`src/rtl/control_pkg.sv`:
```
// Shared encodings for the RV32I multicycle main control FSM and its ALU decoder.
package control_pkg;

  localparam int unsigned STATE_W   = 4;
  localparam int unsigned OPCODE_W  = 7;
  localparam int unsigned FUNCT3_W  = 3;
  localparam int unsigned SEL_W     = 2;
  localparam int unsigned ALUCTRL_W = 3;

  typedef enum logic [STATE_W-1:0] {
    S_FETCH    = 4'd0,
    S_DECODE   = 4'd1,
    S_MEMADR   = 4'd2,
    S_MEMREAD  = 4'd3,
    S_MEMWB    = 4'd4,
    S_MEMWRITE = 4'd5,
    S_EXECUTER = 4'd6,
    S_ALUWB    = 4'd7,
    S_EXECUTEI = 4'd8,
    S_JAL      = 4'd9,
    S_BRANCH   = 4'd10
  } state_t;

  localparam logic [OPCODE_W-1:0] OP_LW     = 7'b0000011;
  localparam logic [OPCODE_W-1:0] OP_SW     = 7'b0100011;
  localparam logic [OPCODE_W-1:0] OP_RTYPE  = 7'b0110011;
  localparam logic [OPCODE_W-1:0] OP_IALU   = 7'b0010011;
  localparam logic [OPCODE_W-1:0] OP_JAL    = 7'b1101111;
  localparam logic [OPCODE_W-1:0] OP_BRANCH = 7'b1100011;

  localparam logic [SEL_W-1:0] RES_ALUOUT    = 2'b00;
  localparam logic [SEL_W-1:0] RES_DATA      = 2'b01;
  localparam logic [SEL_W-1:0] RES_ALURESULT = 2'b10;

  localparam logic [SEL_W-1:0] SRCA_PC    = 2'b00;
  localparam logic [SEL_W-1:0] SRCA_OLDPC = 2'b01;
  localparam logic [SEL_W-1:0] SRCA_A     = 2'b10;

  localparam logic [SEL_W-1:0] SRCB_WD   = 2'b00;
  localparam logic [SEL_W-1:0] SRCB_IMM  = 2'b01;
  localparam logic [SEL_W-1:0] SRCB_FOUR = 2'b10;

  typedef enum logic [1:0] {
    ALUOP_ADD   = 2'b00,
    ALUOP_SUB   = 2'b01,
    ALUOP_FUNCT = 2'b10
  } aluop_t;

  localparam logic [ALUCTRL_W-1:0] ALU_ADD = 3'b000;
  localparam logic [ALUCTRL_W-1:0] ALU_SUB = 3'b001;
  localparam logic [ALUCTRL_W-1:0] ALU_AND = 3'b010;
  localparam logic [ALUCTRL_W-1:0] ALU_OR  = 3'b011;
  localparam logic [ALUCTRL_W-1:0] ALU_SLT = 3'b101;

  // Per-state control word produced by the FSM output decode.
  typedef struct packed {
    logic             pc_update;
    logic             branch;
    logic             adr_src;
    logic             mem_write;
    logic             ir_write;
    logic             reg_write;
    logic [SEL_W-1:0] result_src;
    logic [SEL_W-1:0] alu_src_a;
    logic [SEL_W-1:0] alu_src_b;
    aluop_t           aluop;
  } ctrl_t;

endpackage

```
`src/rtl/alu_decoder.sv`:
```
// Combinational ALU decoder: maps aluop plus instruction fields to an ALU control code.
module alu_decoder
  import control_pkg::*;
(
  input  aluop_t               aluop_i,
  input  logic [FUNCT3_W-1:0]  funct3_i,
  input  logic                 op_b5_i,
  input  logic                 funct7_b5_i,
  output logic [ALUCTRL_W-1:0] alu_control_o
);

  always_comb begin
    alu_control_o = ALU_ADD;
    case (aluop_i)
      ALUOP_ADD: alu_control_o = ALU_ADD;
      ALUOP_SUB: alu_control_o = ALU_SUB;
      ALUOP_FUNCT: begin
        case (funct3_i)
          // Only R-type with funct7[5] set is sub; addi ignores instr[30].
          3'b000:  alu_control_o = (op_b5_i && funct7_b5_i) ? ALU_SUB : ALU_ADD;
          3'b010:  alu_control_o = ALU_SLT;
          3'b110:  alu_control_o = ALU_OR;
          3'b111:  alu_control_o = ALU_AND;
          default: alu_control_o = ALU_ADD;
        endcase
      end
      default: alu_control_o = ALU_ADD;
    endcase
  end

endmodule

```
`src/rtl/multicycle_control_unit.sv`:
```
// Moore main control FSM for the RV32I multicycle datapath: sequences each
// instruction over 2-5 cycles and drives strobes and datapath mux selects.
module multicycle_control_unit
  import control_pkg::*;
#(
  parameter int unsigned STATE_WIDTH = 4
) (
  input  logic                   clk,
  input  logic                   reset,
  input  logic [OPCODE_W-1:0]    opcode_i,
  input  logic [FUNCT3_W-1:0]    funct3_i,
  input  logic                   funct7_b5_i,
  input  logic                   zero_i,
  output logic                   pc_write_o,
  output logic                   adr_src_o,
  output logic                   mem_write_o,
  output logic                   ir_write_o,
  output logic                   reg_write_o,
  output logic [SEL_W-1:0]       result_src_o,
  output logic [SEL_W-1:0]       alu_src_a_o,
  output logic [SEL_W-1:0]       alu_src_b_o,
  output logic [ALUCTRL_W-1:0]   alu_control_o,
  output logic                   illegal_o,
  output logic [STATE_WIDTH-1:0] state_o
);

  state_t state_q;
  state_t state_d;
  ctrl_t  ctrl;
  logic   illegal_c;

  always_ff @(posedge clk or posedge reset) begin
    if (reset) state_q <= S_FETCH;
    else       state_q <= state_d;
  end

  // Next-state and per-state control word.
  always_comb begin
    state_d   = S_FETCH;
    ctrl      = '0;
    illegal_c = 1'b0;
    case (state_q)
      S_FETCH: begin
        ctrl.ir_write   = 1'b1;
        ctrl.alu_src_a  = SRCA_PC;
        ctrl.alu_src_b  = SRCB_FOUR;
        ctrl.aluop      = ALUOP_ADD;
        ctrl.result_src = RES_ALURESULT;
        ctrl.pc_update  = 1'b1;
        state_d         = S_DECODE;
      end
      S_DECODE: begin
        ctrl.alu_src_a = SRCA_OLDPC;
        ctrl.alu_src_b = SRCB_IMM;
        ctrl.aluop     = ALUOP_ADD;
        case (opcode_i)
          OP_LW, OP_SW: state_d = S_MEMADR;
          OP_RTYPE:     state_d = S_EXECUTER;
          OP_IALU:      state_d = S_EXECUTEI;
          OP_JAL:       state_d = S_JAL;
          OP_BRANCH:    state_d = S_BRANCH;
          default: begin
            state_d   = S_FETCH;
            illegal_c = 1'b1;
          end
        endcase
      end
      S_MEMADR: begin
        ctrl.alu_src_a = SRCA_A;
        ctrl.alu_src_b = SRCB_IMM;
        ctrl.aluop     = ALUOP_ADD;
        state_d        = opcode_i[5] ? S_MEMWRITE : S_MEMREAD;
      end
      S_MEMREAD: begin
        ctrl.result_src = RES_ALUOUT;
        ctrl.adr_src    = 1'b1;
        state_d         = S_MEMWB;
      end
      S_MEMWB: begin
        ctrl.result_src = RES_DATA;
        ctrl.reg_write  = 1'b1;
        state_d         = S_FETCH;
      end
      S_MEMWRITE: begin
        ctrl.result_src = RES_ALUOUT;
        ctrl.adr_src    = 1'b1;
        ctrl.mem_write  = 1'b1;
        state_d         = S_FETCH;
      end
      S_EXECUTER: begin
        ctrl.alu_src_a = SRCA_A;
        ctrl.alu_src_b = SRCB_WD;
        ctrl.aluop     = ALUOP_FUNCT;
        state_d        = S_ALUWB;
      end
      S_EXECUTEI: begin
        ctrl.alu_src_a = SRCA_A;
        ctrl.alu_src_b = SRCB_IMM;
        ctrl.aluop     = ALUOP_FUNCT;
        state_d        = S_ALUWB;
      end
      S_ALUWB: begin
        ctrl.result_src = RES_ALUOUT;
        ctrl.reg_write  = 1'b1;
        state_d         = S_FETCH;
      end
      S_JAL: begin
        ctrl.alu_src_a  = SRCA_OLDPC;
        ctrl.alu_src_b  = SRCB_FOUR;
        ctrl.aluop      = ALUOP_ADD;
        ctrl.result_src = RES_ALUOUT;
        ctrl.pc_update  = 1'b1;
        state_d         = S_ALUWB;
      end
      S_BRANCH: begin
        ctrl.alu_src_a  = SRCA_A;
        ctrl.alu_src_b  = SRCB_WD;
        ctrl.aluop      = ALUOP_SUB;
        ctrl.result_src = RES_ALUOUT;
        ctrl.branch     = 1'b1;
        state_d         = S_FETCH;
      end
      default: state_d = S_FETCH;
    endcase
  end

  alu_decoder u_alu_decoder (
    .aluop_i       (ctrl.aluop),
    .funct3_i      (funct3_i),
    .op_b5_i       (opcode_i[5]),
    .funct7_b5_i   (funct7_b5_i),
    .alu_control_o (alu_control_o)
  );

  // Strobes are masked while reset is high so an abandoned instruction never writes.
  assign pc_write_o   = ~reset & (ctrl.pc_update | (ctrl.branch & (zero_i ^ funct3_i[0])));
  assign ir_write_o   = ~reset & ctrl.ir_write;
  assign mem_write_o  = ~reset & ctrl.mem_write;
  assign reg_write_o  = ~reset & ctrl.reg_write;
  assign illegal_o    = ~reset & illegal_c;
  assign adr_src_o    = ctrl.adr_src;
  assign result_src_o = ctrl.result_src;
  assign alu_src_a_o  = ctrl.alu_src_a;
  assign alu_src_b_o  = ctrl.alu_src_b;
  assign state_o      = STATE_WIDTH'(state_q);

endmodule

```
`config.mk`:
```
export PLATFORM = sky130hd
export DESIGN_NAME = multicycle_control_unit
export DESIGN_NICKNAME = d
export VERILOG_FILES = /design/src/rtl/control_pkg.sv /design/src/rtl/alu_decoder.sv /design/src/rtl/multicycle_control_unit.sv
export SDC_FILE = /design/constraint.sdc
export NUM_CORES = 1
export LEC_CHECK = 0
export CAP_MARGIN = 30
export CELL_PAD_IN_SITES_DETAIL_PLACEMENT = 0
export CELL_PAD_IN_SITES_GLOBAL_PLACEMENT = 1
export CORE_MARGIN = 1
export CORE_UTILIZATION = 24
export DETAILED_ROUTE_END_ITERATION = 6
export MAX_ROUTING_LAYER = met4
export PLACE_DENSITY_LB_ADDON = 0.1
export SLEW_MARGIN = 5
export SYNTH_ARGS = -nofsm -noshare
export SYNTH_HDL_FRONTEND = slang
export SYNTH_SLANG_ARGS = --single-unit
```
`constraint.sdc`:
```
create_clock -name clk -period 1.64 [get_ports clk]
set_input_delay 0.164 -clock clk [delete_from_list [all_inputs] [get_ports clk]]
set_output_delay 0.164 -clock clk [all_outputs]
set_load 0.02 [all_outputs]
```
== Word level (Yosys, flattened, before mapping) ==
Cells that the tools add are included.
Cells by class
  equal/unequal tests: 21
  reduce and logical (&&, ||, !) cells: 9
  multiplexer cells: 16
  bitwise logic cells: 9
Operators by type and width (count)
  6-bit case mux with 7 select lines: 1
  4-bit case mux with 5 select lines: 2
  4-bit by 3-bit equality test with 1-bit output, second input constant: 4
  7-bit by 6-bit equality test with 1-bit output, second input constant: 2
  7-bit equality test, second input constant: 2
  4-bit equality test, second input constant: 3
  3-bit case mux with 4 select lines: 1
  1-bit 2-to-1 mux: 9
  4-bit by 2-bit equality test with 1-bit output, second input constant: 2
  2-bit OR reduction: 4
  7-bit by 2-bit equality test with 1-bit output, second input constant: 1
  7-bit by 5-bit equality test with 1-bit output, second input constant: 1
  1-bit bitwise AND: 6
  3-bit equality test, second input constant: 2
  3-bit case mux with 2 select lines: 1
  6-bit OR reduction: 1
  4-bit by 1-bit equality test with 1-bit output, second input constant: 1
  4-bit zero test: 1
  2-bit case mux with 2 select lines: 1
  3-bit by 2-bit equality test with 1-bit output, second input constant: 1
  3-bit zero test: 1
  3-bit 2-to-1 mux: 1
  3-bit OR reduction: 1
  2-bit by 1-bit equality test with 1-bit output, second input constant: 1
  5 further kinds: 5
Word-level totals
  flip-flop bits (word level): 4
  logic and storage cells: 56

== Logic depth before layout (Yosys ltp) ==
Gate-level depths: netlist (run 1).
  depth after elaboration: 5
  gate-level depth with buffers: 7

== Modules after synthesis ==
Synthesis (run 1) repeated with hierarchy kept, for this count alone.
Second synthesis, totals
  cell total of the unflattened synthesis: 82
  area total of the unflattened synthesis: 640.6 µm²
By module, submodules not included
  multicycle_control_unit: instances 1, cells an instance 71, sequential area each 100.1 µm², area each 544.3 µm²
  alu_decoder: instances 1, cells an instance 11, sequential area each 0.0 µm², area each 96.3 µm²

== Least setup slack after synthesis (run 1) ==
OpenSTA, ideal clock, no wires.
  path kind: register to output
  start point: register state_q[2] (netlist: state_o[2])
  end point: output ir_write_o
  buffers on the path: 1
  arrival time: 1778 ps
  setup slack: -302 ps
  cell stages (with the launch flop): 4
  data required time: 1476 ps
  cells stage by stage: dfrtp_1 > clkbuf_1 > nor4_1 > and2_1
On the way
  cells in the longest elaborated chain, start to end: 3
Ends and longest elaborated chain
  from (decl): line multicycle_control_unit.sv:27  | state_t state_q;
  from (signal assigned): line multicycle_control_unit.sv:34  | else state_q <= state_d;
  4-bit zero test: line multicycle_control_unit.sv:42  | case (state_q)
  1-bit 2-to-1 mux: line multicycle_control_unit.sv:42
  1-bit bitwise AND: line multicycle_control_unit.sv:137  | assign ir_write_o = ~reset & ctrl.ir_write;
  to (decl): line multicycle_control_unit.sv:17  | output logic ir_write_o,
Every way passes these cells.

== Worst setup path after layout (run 1) ==
  start point: register state_q[3] (netlist: state_o[3])
  end point: output alu_control_o[0]
On the way
  cells in the longest elaborated chain, start to end: 4
  elaborated cells between the ends (all ways): 11
Ends and longest elaborated chain
  4-bit equality test, or another cell as far along: line multicycle_control_unit.sv:42
  6-bit case mux with 7 select lines *: line multicycle_control_unit.sv:42
  2-bit equality test or 2-bit by 1-bit equality test with 1-bit output (tied branches): line alu_decoder.sv:14  | case (aluop_i)
  3-bit case mux with 2 select lines *: line alu_decoder.sv:14
  to (decl): line multicycle_control_unit.sv:22  | output logic [ALUCTRL_W-1:0] alu_control_o,
Every way passes the cells marked *; elsewhere a longest branch is shown, timed or not.

==> impl_metrics.toml, run 1 <==
[global_route]
grt_pass1_wl_um = 3010
grt_usage_pct = 15.8
grt_antenna_before_repair = 0
grt_max_degree = 11
overflow = 0
first_global_vias = 738

[power_and_ir_drop]
vdd_drop_max_mv = 0.622
seq_power_share_pct = 12.2
powerDensity_mw_per_mm2 = 941
netSwitchingFraction_pct = 41.3
internal-power_w = 0.000742
pwr-share-comb_pct = 78.5
total_power_w = 0.00126
power_switching_w = 0.000521
p_leak_nw = 0.572
pwr-share-clk_pct = 9.3

[yosys]
synth.area.top_cells = "dfrtp_1 (18%), xor2_1 (6.3%), nand4bb_4 (5.0%)"
synth_area_per_cell_um2 = 7.47
synthesis.nets = 90
synth_area_leader_cell = "dfrtp_1"
ys.flop_type = "dfrtp_1"
synth-warning-count = 0
synth_commonest_cells = "inv_1 (6), nor2_1 (6), a21oi_1 (5), nor3_1 (5), o21ai_0 (5)"
yosysSeqAreaShare_pct = 18.1
ys_ff_latch = 4
synth_top_cell_area_share_pct = 18.1
synthCells = 74
yosys.cell_types.count = 34
synth_edf_count = 0
async_flop_share_pct = 100
syn_area_um2 = 553

[outcome]
violations = "setup timing"
status = "finished with violations"

[cells_and_area]
n_antenna_cell = 0
post-route-util_pct = 61.3
finalNonFillerCells = 171
nets = 161
drive_gt1_share_pct = 58.7
largest_reg_flops = 4
syn2layout_area_growth_pct = 143
fill_cells = 204

[route]
vias = 808
viasPerCell = 4.73
routed_wl_um = 1990
drt-pass1-iter-count = 4
wl_per_cell_um = 11.6
ant_nets = 0
drcViolationCount = 0
drt_iter0_markers = 5

[floorplan]
io_pins = 33
std_cell_rows = 17
start_util_pct = 25.2
die_y_um = 50.0
die-area_mm2 = 0.00250
core_mm2 = 0.00219
die_x_um = 50.0

[worst_setup_path]
path_max_fanout = 7
reg2reg_depth = 4
r2r_slack_ns = 0.12
required_ns = 1.48
criticalPathCategory = "flop to output pin"
cp_data_arrival_time_ns = 1.65
end_kind = "output pin"
r2r_start = "state_o[3]"
cp-start-kind = "flop"
rr_endpoint = "state_o[1]"

[placed_design]
place_hpwl_um = 1420
portBuffers = 32
gp_congestion = 0.797
dp.cells = 158

[timing]
tightest_slew_ns = 0.277
fin_ws_ns = -0.177
max_freq_mhz = 550
hold_viol_final = 0
maxSlewViolCount = 0
slew_headroom_pct = 81.3
min_period_ns = 1.82
setup_viol = 5
finClkSkew_ns = 0.0000802
rsz0062_at_grt = "yes"
period_share_pct = 111

[clocking]
cts_tree = "done"
cts.sink_count = 4
cts_buffer_depth = 2
cts_buffers = 3
root_buffer = "clkbuf_4"
h-tree-depth = 1
clk_latency_ns = 0.23
clkTransAtPathRegs_ns = 0.04

[min_path]
min_path_type = "primary input to async pin"

[run]
maxCapViolations = 0
[final cells by class]
cell class / instances / area [µm²] / share of cell area, %
sequential: 4 / 105 / 7.83
tap: 28 / 35.0 / 2.61
multi-input combinational: 59 / 554 / 41.3
timing repair buffer: 71 / 603 / 44.9
clock buffer: 3 / 22.5 / 1.68
inverter: 6 / 22.5 / 1.68
[how the worst max path moves through the flow]
stage	startpoint	to	slack, ns	depth (start not counted)
after floorplan	state_o[3]	alu_control_o[0]	-0.006	7
after global placement	state_o[2]	alu_control_o[0]	-0.42	7
after global routing	state_o[3]	alu_control_o[0]	-0.23	7
final	state_o[3]	alu_control_o[0]	-0.18	7
after detailed placement	state_o[2]	alu_control_o[0]	-0.44	7
after CTS	state_o[3]	alu_control_o[0]	-0.24	7
[kinds of logic after synthesis]
group / share of synthesized area [%]
adders and majority gates: 4.52
AOI/OAI and AO/OA: 19.9
DFF: 18.1
xor gates and xnor gates: 7.92
and+or+nand+nor: 41.2
buffers and inverters: 8.37
[power groups by stage]
stage,clock network [W],registers (W),logic [W]
floorplan,0,0.000155,0.000367
global placement,0,0.000153,0.000796
detailed placement,0,0.000153,0.000796
CTS,0.000124,0.000153,0.000867
global route,0.000132,0.000158,0.00106
finish,0.000118,0.000154,0.000992
[per-layer routing]
| metal | part of all wire (%) | wire length (µm) | vias to the layer above | global-route usage [%] |
|---|---|---|---|---|
| met2 | 55 | 1100 | 24 | 29.8 |
| met3 | 3.3 | 65 | 2 | 0.926 |
| li1 | - | - | 413 | - |
| met5 | 0 | 0 | - | - |
| met4 | 0.70 | 14 | 0 | 5.71 |
| met1 | 41 | 808 | 369 | 17.1 |
[critical path: stages, from the launching register on]
cell     delay (ns)
dfrtp_2        0.45
inv_2          0.09
nand3_2        0.12
a21o_1         0.20
ha_2           0.16
a31oi_2        0.20
a21oi_4        0.08
buf_6          0.13
[cells in the final DEF, fill, tap and decap left out, drive strengths merged]
cell,Yosys,routed
a2111o,1,1
a211oi,1,1
a21o,1,1
a21oi,5,5
a31oi,2,2
and2,2,2
and3,3,3
and4b,1,1
and4bb,1,1
buf,3,49
clkbuf,2,7
clkdlybuf4s15,0,1
clkdlybuf4s50,0,16
dfrtp,4,4
dlygate4sd2,0,1
ha,2,2
inv,6,6
nand2,2,2
nand2b,2,2
nand3,4,4
nand4,2,2
nand4b,1,1
nand4bb,1,1
nor2,6,6
nor3,5,5
nor4,1,1
nor4b,1,1
o21a,1,1
o21ai,6,6
o311ai,1,1
or3,1,1
or4b,1,1
xnor2,1,1
xor2,4,4
[repair_timing]
item,in CTS,in global routing
hold buffers,0,0
buffers inserted,5,5
setup endpoints to repair,15,13
pin swaps,4,11
gates resized for setup,65,37
[stage by stage]
step | worst slack [ns] | hold WS, ns | cell area [µm²] | setup TNS (ns)
floorplan | -0.00610 | -0.0563 | 598 | -0.00610
global placement | -0.419 | 0.616 | 1130 | -2.77
detailed placement | -0.437 | 0.600 | 1130 | -2.71
CTS | -0.242 | 0.402 | 1220 | -0.749
global route | -0.228 | 0.457 | 1340 | -0.978
finish | -0.177 | 0.438 | 1340 | -0.561
Note: power is estimated with default switching activity, not from simulation.
==> run 2, diff against run 1 <==
--- a/config.mk
+++ b/config.mk
@@ -11,6 +11,7 @@
 export CORE_MARGIN = 1
 export CORE_UTILIZATION = 24
 export DETAILED_ROUTE_END_ITERATION = 6
+export GPL_ROUTABILITY_DRIVEN = 1
 export MAX_ROUTING_LAYER = met4
 export PLACE_DENSITY_LB_ADDON = 0.1
 export SLEW_MARGIN = 5
==> results of run 2 <==
No change in the layout: final DEF, timing and power equal those of run 1.
